## src/rtl/self_clean_timer_if.sv

```systemverilog
// Bundle of the self-clean timer control inputs and status outputs.
// The slave modport is the timer's view; master is the controller/bench view.
interface self_clean_timer_if #(
  parameter int TW = 13
);
  logic          i_is_on;
  logic          i_start_clean;
  logic          i_abort;
  logic          i_pause;
  logic          o_cleaning;
  logic          o_paused;
  logic [TW-1:0] o_remain_sec;
  logic [7:0]    o_cd_min_bcd;
  logic [7:0]    o_cd_sec_bcd;
  logic          o_done;

  modport master (
    output i_is_on, i_start_clean, i_abort, i_pause,
    input  o_cleaning, o_paused, o_remain_sec, o_cd_min_bcd, o_cd_sec_bcd, o_done
  );

  modport slave (
    input  i_is_on, i_start_clean, i_abort, i_pause,
    output o_cleaning, o_paused, o_remain_sec, o_cd_min_bcd, o_cd_sec_bcd, o_done
  );
endinterface

```

## src/rtl/self_clean_timer.sv

```systemverilog
// Self-clean MM:SS countdown sequencer with clock-enable prescaler and BCD readout.
// Optional pause/hold support is enabled by defining SELF_CLEAN_PAUSE_EN.
module self_clean_timer #(
  parameter int CLK_HZ    = 100_000_000,
  parameter int CLEAN_SEC = 180,
  parameter int TW        = 13
) (
  input  logic               clk,
  input  logic               rst,
  self_clean_timer_if.slave  bus
);

  localparam int PW = (CLK_HZ > 2) ? $clog2(CLK_HZ) : 1;
  localparam int MINS = CLEAN_SEC / 60;
  localparam int SECS = CLEAN_SEC % 60;
  localparam logic [7:0] MIN_BCD = {4'(MINS / 10), 4'(MINS % 10)};
  localparam logic [7:0] SEC_BCD = {4'(SECS / 10), 4'(SECS % 10)};

  localparam logic [1:0] S_IDLE     = 2'd0;
  localparam logic [1:0] S_CLEANING = 2'd1;
  localparam logic [1:0] S_PAUSED   = 2'd2;
  localparam logic [1:0] S_DONE     = 2'd3;

  logic [1:0]    r_state;
  logic [PW-1:0] r_presc;
  logic          r_start_q;
  logic          r_cleaning;
  logic          r_paused;
  logic          r_done;
  logic [TW-1:0] r_remain;
  logic [7:0]    r_min;
  logic [7:0]    r_sec;

  logic          w_start_edge;
  logic          w_cancel;
  logic          w_tick;
  logic          w_last;
  logic [7:0]    w_min_dec;
  logic [7:0]    w_sec_dec;

  assign w_start_edge = bus.i_start_clean & ~r_start_q;
  assign w_cancel     = bus.i_abort | ~bus.i_is_on;
  assign w_tick       = (r_presc == PW'(CLK_HZ - 1));
  assign w_last       = (r_remain == TW'(1));

`ifndef SELF_CLEAN_PAUSE_EN
  logic w_unused_pause;
  assign w_unused_pause = bus.i_pause;
`endif

  // Digit-wise BCD decrement with borrow, so no divider is needed at run time.
  always_comb begin
    w_sec_dec = r_sec;
    w_min_dec = r_min;
    if (r_sec == 8'h00) begin
      w_sec_dec = 8'h59;
      if (r_min[3:0] == 4'd0)
        w_min_dec = {r_min[7:4] - 4'd1, 4'd9};
      else
        w_min_dec = r_min - 8'd1;
    end else if (r_sec[3:0] == 4'd0) begin
      w_sec_dec = {r_sec[7:4] - 4'd1, 4'd9};
    end else begin
      w_sec_dec = r_sec - 8'd1;
    end
  end

  always_ff @(posedge clk) begin
    if (rst) begin
      r_state    <= S_IDLE;
      r_presc    <= '0;
      r_start_q  <= 1'b1;
      r_cleaning <= 1'b0;
      r_paused   <= 1'b0;
      r_done     <= 1'b0;
      r_remain   <= '0;
      r_min      <= 8'h00;
      r_sec      <= 8'h00;
    end else begin
      r_start_q <= bus.i_start_clean;
      r_done    <= 1'b0;
      case (r_state)
        S_IDLE: begin
          if (w_start_edge && bus.i_is_on) begin
            r_state    <= S_CLEANING;
            r_presc    <= '0;
            r_cleaning <= 1'b1;
            r_remain   <= TW'(CLEAN_SEC);
            r_min      <= MIN_BCD;
            r_sec      <= SEC_BCD;
          end
        end
        S_CLEANING: begin
          if (w_cancel) begin
            r_state    <= S_IDLE;
            r_presc    <= '0;
            r_cleaning <= 1'b0;
            r_paused   <= 1'b0;
            r_remain   <= '0;
            r_min      <= 8'h00;
            r_sec      <= 8'h00;
          end else begin
            if (w_tick) begin
              r_presc  <= '0;
              r_remain <= r_remain - TW'(1);
              r_min    <= w_min_dec;
              r_sec    <= w_sec_dec;
              if (w_last) begin
                r_state    <= S_DONE;
                r_cleaning <= 1'b0;
                r_done     <= 1'b1;
              end
            end else begin
              r_presc <= r_presc + PW'(1);
            end
`ifdef SELF_CLEAN_PAUSE_EN
            // The tick of this cycle has been applied; only then do we hold.
            if (bus.i_pause && !(w_tick && w_last)) begin
              r_state  <= S_PAUSED;
              r_paused <= 1'b1;
            end
`endif
          end
        end
        S_PAUSED: begin
          if (w_cancel) begin
            r_state    <= S_IDLE;
            r_presc    <= '0;
            r_cleaning <= 1'b0;
            r_paused   <= 1'b0;
            r_remain   <= '0;
            r_min      <= 8'h00;
            r_sec      <= 8'h00;
`ifdef SELF_CLEAN_PAUSE_EN
          end else if (!bus.i_pause) begin
            r_state  <= S_CLEANING;
            r_paused <= 1'b0;
          end
`else
          end else begin
            r_state  <= S_CLEANING;
            r_paused <= 1'b0;
          end
`endif
        end
        S_DONE: begin
          r_state <= S_IDLE;
        end
        default: begin
          r_state <= S_IDLE;
        end
      endcase
    end
  end

  assign bus.o_cleaning   = r_cleaning;
  assign bus.o_paused     = r_paused;
  assign bus.o_done       = r_done;
  assign bus.o_remain_sec = r_remain;
  assign bus.o_cd_min_bcd = r_min;
  assign bus.o_cd_sec_bcd = r_sec;

endmodule

```

## src/flat_wrapper.sv

```systemverilog
// flat-port wrapper written by rule: the top's interface ports become plain ports
module self_clean_timer_flat 
#(
  parameter int CLK_HZ    = 100_000_000,
  parameter int CLEAN_SEC = 180,
  parameter int TW        = 13
)
  (clk, rst, bus_i_is_on, bus_i_start_clean, bus_i_abort, bus_i_pause, bus_o_cleaning, bus_o_paused, bus_o_remain_sec, bus_o_cd_min_bcd, bus_o_cd_sec_bcd, bus_o_done);
  self_clean_timer_if #(.TW(TW)) bus_i ();
  input  logic clk;
  input  logic rst;
  input wire logic [$bits(bus_i.i_is_on)-1:0] bus_i_is_on;
  input wire logic [$bits(bus_i.i_start_clean)-1:0] bus_i_start_clean;
  input wire logic [$bits(bus_i.i_abort)-1:0] bus_i_abort;
  input wire logic [$bits(bus_i.i_pause)-1:0] bus_i_pause;
  output wire logic [$bits(bus_i.o_cleaning)-1:0] bus_o_cleaning;
  output wire logic [$bits(bus_i.o_paused)-1:0] bus_o_paused;
  output wire logic [$bits(bus_i.o_remain_sec)-1:0] bus_o_remain_sec;
  output wire logic [$bits(bus_i.o_cd_min_bcd)-1:0] bus_o_cd_min_bcd;
  output wire logic [$bits(bus_i.o_cd_sec_bcd)-1:0] bus_o_cd_sec_bcd;
  output wire logic [$bits(bus_i.o_done)-1:0] bus_o_done;
  assign bus_i.i_is_on = bus_i_is_on;
  assign bus_i.i_start_clean = bus_i_start_clean;
  assign bus_i.i_abort = bus_i_abort;
  assign bus_i.i_pause = bus_i_pause;
  assign bus_o_cleaning = bus_i.o_cleaning;
  assign bus_o_paused = bus_i.o_paused;
  assign bus_o_remain_sec = bus_i.o_remain_sec;
  assign bus_o_cd_min_bcd = bus_i.o_cd_min_bcd;
  assign bus_o_cd_sec_bcd = bus_i.o_cd_sec_bcd;
  assign bus_o_done = bus_i.o_done;
  self_clean_timer #(.CLK_HZ(CLK_HZ), .CLEAN_SEC(CLEAN_SEC), .TW(TW)) u_core (.clk(clk), .rst(rst), .bus(bus_i));
endmodule
```

## config.mk

```make
export PLATFORM = sky130hd
export DESIGN_NAME = self_clean_timer_flat
export DESIGN_NICKNAME = d
export VERILOG_FILES = /design/src/rtl/self_clean_timer_if.sv /design/src/rtl/self_clean_timer.sv /design/src/flat_wrapper.sv
export SDC_FILE = /design/constraint.sdc
export NUM_CORES = 1
export LEC_CHECK = 0
export ABC_CLOCK_PERIOD_IN_PS = 3300
export CORE_UTILIZATION = 56
export DETAILED_ROUTE_END_ITERATION = 8
export PLACE_DENSITY = 0.8
export SETUP_SLACK_MARGIN = 0.2
export SLEW_MARGIN = 25
export SYNTH_ARGS = -nofsm -noshare
export SYNTH_HDL_FRONTEND = slang
export SYNTH_SLANG_ARGS = --single-unit
```

## constraint.sdc

```tcl
create_clock -name clk -period 3.3 [get_ports clk]
set_input_delay 0.66 -clock clk [delete_from_list [all_inputs] [get_ports clk]]
set_output_delay 0.66 -clock clk [all_outputs]
set_load 0.05 [all_outputs]
```

==> results.sh <==
export IMPL_finClkSkew_ns=0.005462
export IMPL_track_usage=0.2818
export IMPL_syn2layout_area_growth_pct=20.55
export IMPL_grt_pass1_vias=2996
export IMPL_maxSlewViolCount=0
export IMPL_slew_headroom=0.5546
export IMPL_tightest_slew_ns=0.6620
export IMPL_power_uw=1960
export IMPL_core_area_um2=5540
export IMPL_finalHoldViolations=0
export IMPL_synthXorXnorAreaFrac=0.06736
export IMPL_cp_cell_sequence="or4_4, nor4_4, a31o_2, nand2_1, or4_1, a21oi_1"
export IMPL_layout_min_cycle_time_ns=2.669
export IMPL_clkSinkCount=61
export IMPL_wl_um=7944
export IMPL_cp_slowest_cell="or4_1"
export IMPL_grt_pass1_wl_um=13620
export IMPL_worstHoldPathType="flop to flop"
export IMPL_worstRegToRegCells=6
export IMPL_die_height_um=78.19
export IMPL_routedWlPerCell_um=15.16
export IMPL_initial_core_util=0.5867
export IMPL_critical_path_class="flop to flop"
export IMPL_synthMuxAreaShare=0.006543
export IMPL_die_w_um=78.19
export IMPL_drc=0
export IMPL_synth_seq_cells=61
export IMPL_synth_compound_area_share=0.1705
export IMPL_fin_tns_setup_ns=0
export IMPL_cpPeakStageDelay_ns=0.58
export IMPL_rsz0062_at_grt="false"
export IMPL_cts_setup_buffers=0
export IMPL_port_buffers=35
export IMPL_crit_arrival_ns=2.95
export IMPL_antenna_cells=0
export IMPL_synth_fa_ha_area_frac=0.04234
export IMPL_syn_nets=427
export IMPL_die_area_um2=6114
export IMPL_placedCellCount=508
export IMPL_irDropWorstVdd_uv=264.5
export IMPL_cts_resized=0
export IMPL_cp_max_fo=15
export IMPL_routed_via_density=6.065
export IMPL_async_reset_ff_frac=0
export IMPL_grt_max_degree=27
export IMPL_ys_flop_type="dfxtp_1"
export IMPL_antenna_left=0
export IMPL_rows=27
export IMPL_clock_path_buffers=2
export IMPL_synth_simple_area_share=0.2979
export IMPL_power_density_nw_per_um2=500.2
export IMPL_cp_start_kind="flop"
export IMPL_hpwl_um=5686
export IMPL_cts_made_buffers=9
export IMPL_fin_cells=524
export IMPL_yosysWarnings=0
export IMPL_ioPinCount=38
export IMPL_drt_pass1_iterations=5
export IMPL_synth_edf_count=0
export IMPL_antenna_found_initial=0
export IMPL_ys_types=58
export IMPL_htreeDepth=3
export IMPL_critPathCaptureType="flop"
export IMPL_cts_root_buf="clkbuf_8"
export IMPL_overflow=0
export IMPL_nets=464
export IMPL_seq_area_frac_synth=0.3757
export IMPL_clock_latency_ns=0.34
export IMPL_clkTransAtPathRegs_ns=0.07
export IMPL_gp_congestion=0.9067
export IMPL_max_freq_mhz=374.6
export IMPL_drt_iter0_markers=195
export IMPL_crit_required_ns=3.58
export IMPL_synth_top_family_by_area="simple AND/OR/NAND/NOR gates"
export IMPL_fin_crit_sh=0.8089
export IMPL_maxCapViolations=0
export IMPL_status="finished, final reports clean"
export IMPL_vias=3178
export IMPL_fillers=472
export IMPL_avgSynthCellArea_um2=7.928
export IMPL_syn_area_um2=3251
export IMPL_cts_tree="yes"
export IMPL_finalSetupViolations=0
export IMPL_synthCells=410
export IMPL_hold_path_depth=1
export IMPL_cellLeakagePower_uw=0.001375
export IMPL_layout_drive_gt1_share=0.07743
export IMPL_cts_hold_buf=0
## cell usage in the layout (no fill, tap or decap), types with 5 or more instances in the layout
| cell | n |
|---|---|
| nor2_1 | 56 |
| nand2_1 | 39 |
| o31ai_1 | 5 |
| nor3_1 | 16 |
| a21oi_1 | 27 |
| nand2b_1 | 6 |
| xnor2_1 | 8 |
| nand4_1 | 12 |
| nand3_1 | 14 |
| buf_4 | 11 |
| ha_1 | 11 |
| clkbuf_8 | 11 |
| xor2_1 | 17 |
| or4_1 | 6 |
| clkdlybuf4s50_1 | 35 |
| nor4_1 | 8 |
| inv_1 | 12 |
| o21ai_0 | 26 |
| dfxtp_1 | 61 |
## flip-flops by register name (all words and copies together), names as in the netlist
name and count:
u_core.bus.o_cd_min_bcd 8, u_core.bus.o_cd_sec_bcd 8, u_core.bus.o_cleaning 1, u_core.bus.o_done 1, u_core.bus.o_remain_sec 13, u_core.r_presc 27, u_core.r_start_q 1, u_core.r_state 2
## final timing paths
| kind | start | end | slack (ns) |
|---|---|---|---|
| setup reg to reg | u_core.r_presc[11] | u_core.bus.o_remain_sec[8] | 0.63 |
| hold / removal | u_core.bus.o_cd_min_bcd[7] | u_core.bus.o_cd_min_bcd[7] | 0.47 |
| setup / recovery | u_core.r_presc[11] | u_core.bus.o_remain_sec[8] | 0.63 |
| hold reg to reg | u_core.bus.o_cd_min_bcd[7] | u_core.bus.o_cd_min_bcd[7] | 0.47 |
## cells by family (layout without fill, tap and decap cells)
logic type / count (synthesis) / count (layout)
and+or+nand+nor: 189 / 189
AOI/OAI and AO/OA: 89 / 89
DFF: 61 / 61
buffers and inverters: 32 / 74
xor gates and xnor gates: 25 / 25
adders and majority gates: 11 / 11
muxes: 2 / 2
other: 1 / 1
## Yosys cell counts, drive strengths merged, types with 9 or more instances
cell type | count | area, um^2
xor2 | 17 | 148.9
dfxtp | 61 | 1221
nand2 | 39 | 146.4
nand4 | 12 | 75.07
o21ai | 27 | 135.1
nor2 | 56 | 210.2
nor3 | 16 | 80.08
ha | 11 | 137.6
a21oi | 27 | 135.1
nor4 | 9 | 71.32
clkbuf | 16 | 60.06
nand3 | 15 | 80.08
inv | 12 | 45.04
## through the flow
step	hold WS (ns)	cell area (um^2)	setup WS (ns)	util
3_5_place_dp	0.4618	3694	0.3154	0.6667
3_3_place_gp	0.4566	3694	0.3742	0.6667
2_1_floorplan	0.4488	3251	0.9361	-
6_report	0.4695	3919	0.6307	0.7073
5_1_grt	0.5112	3919	0.4132	0.7073
4_1_cts	0.4694	3919	0.6395	0.7073
## layer usage
| metal | wire length, um | vias up | GRT usage | part of all wire |
|---|---|---|---|---|
| li1 | - | 1545 | - | - |
| met1 | 3363 | 1504 | 0.3326 | 0.42 |
| met2 | 3948 | 110 | 0.4754 | 0.50 |
| met3 | 450 | 19 | 0.07209 | 0.057 |
| met4 | 182 | 0 | 0.1333 | 0.023 |
| met5 | 0 | - | 0 | 0 |
## final cells by class
type                    instances  area [um^2]  share of cell area
clock buffers                  12        155.1             0.03959
inverters                      12        45.04             0.01149
multi-input cells             317         1904              0.4860
flip-flops and latches         61         1221              0.3116
well taps                      72        90.09             0.02299
repair buffers                 46        432.9              0.1105
clock inverters                 4        70.07             0.01788
## where the power goes
group / switching, uW / internal, uW
sequential: 39.0 / 762
clock: 291 / 464
combinational: 267 / 137
## critical path: cells and delay by family, from the launching register on
| family | cells | cell delay [ns] |
|---|---|---|
| AO/OA/AOI/OAI | 2 | 0.46 |
| flip-flops | 1 | 0.39 |
| AND/OR/NAND/NOR | 4 | 1.76 |
Power figures use the tool's default switching activity.
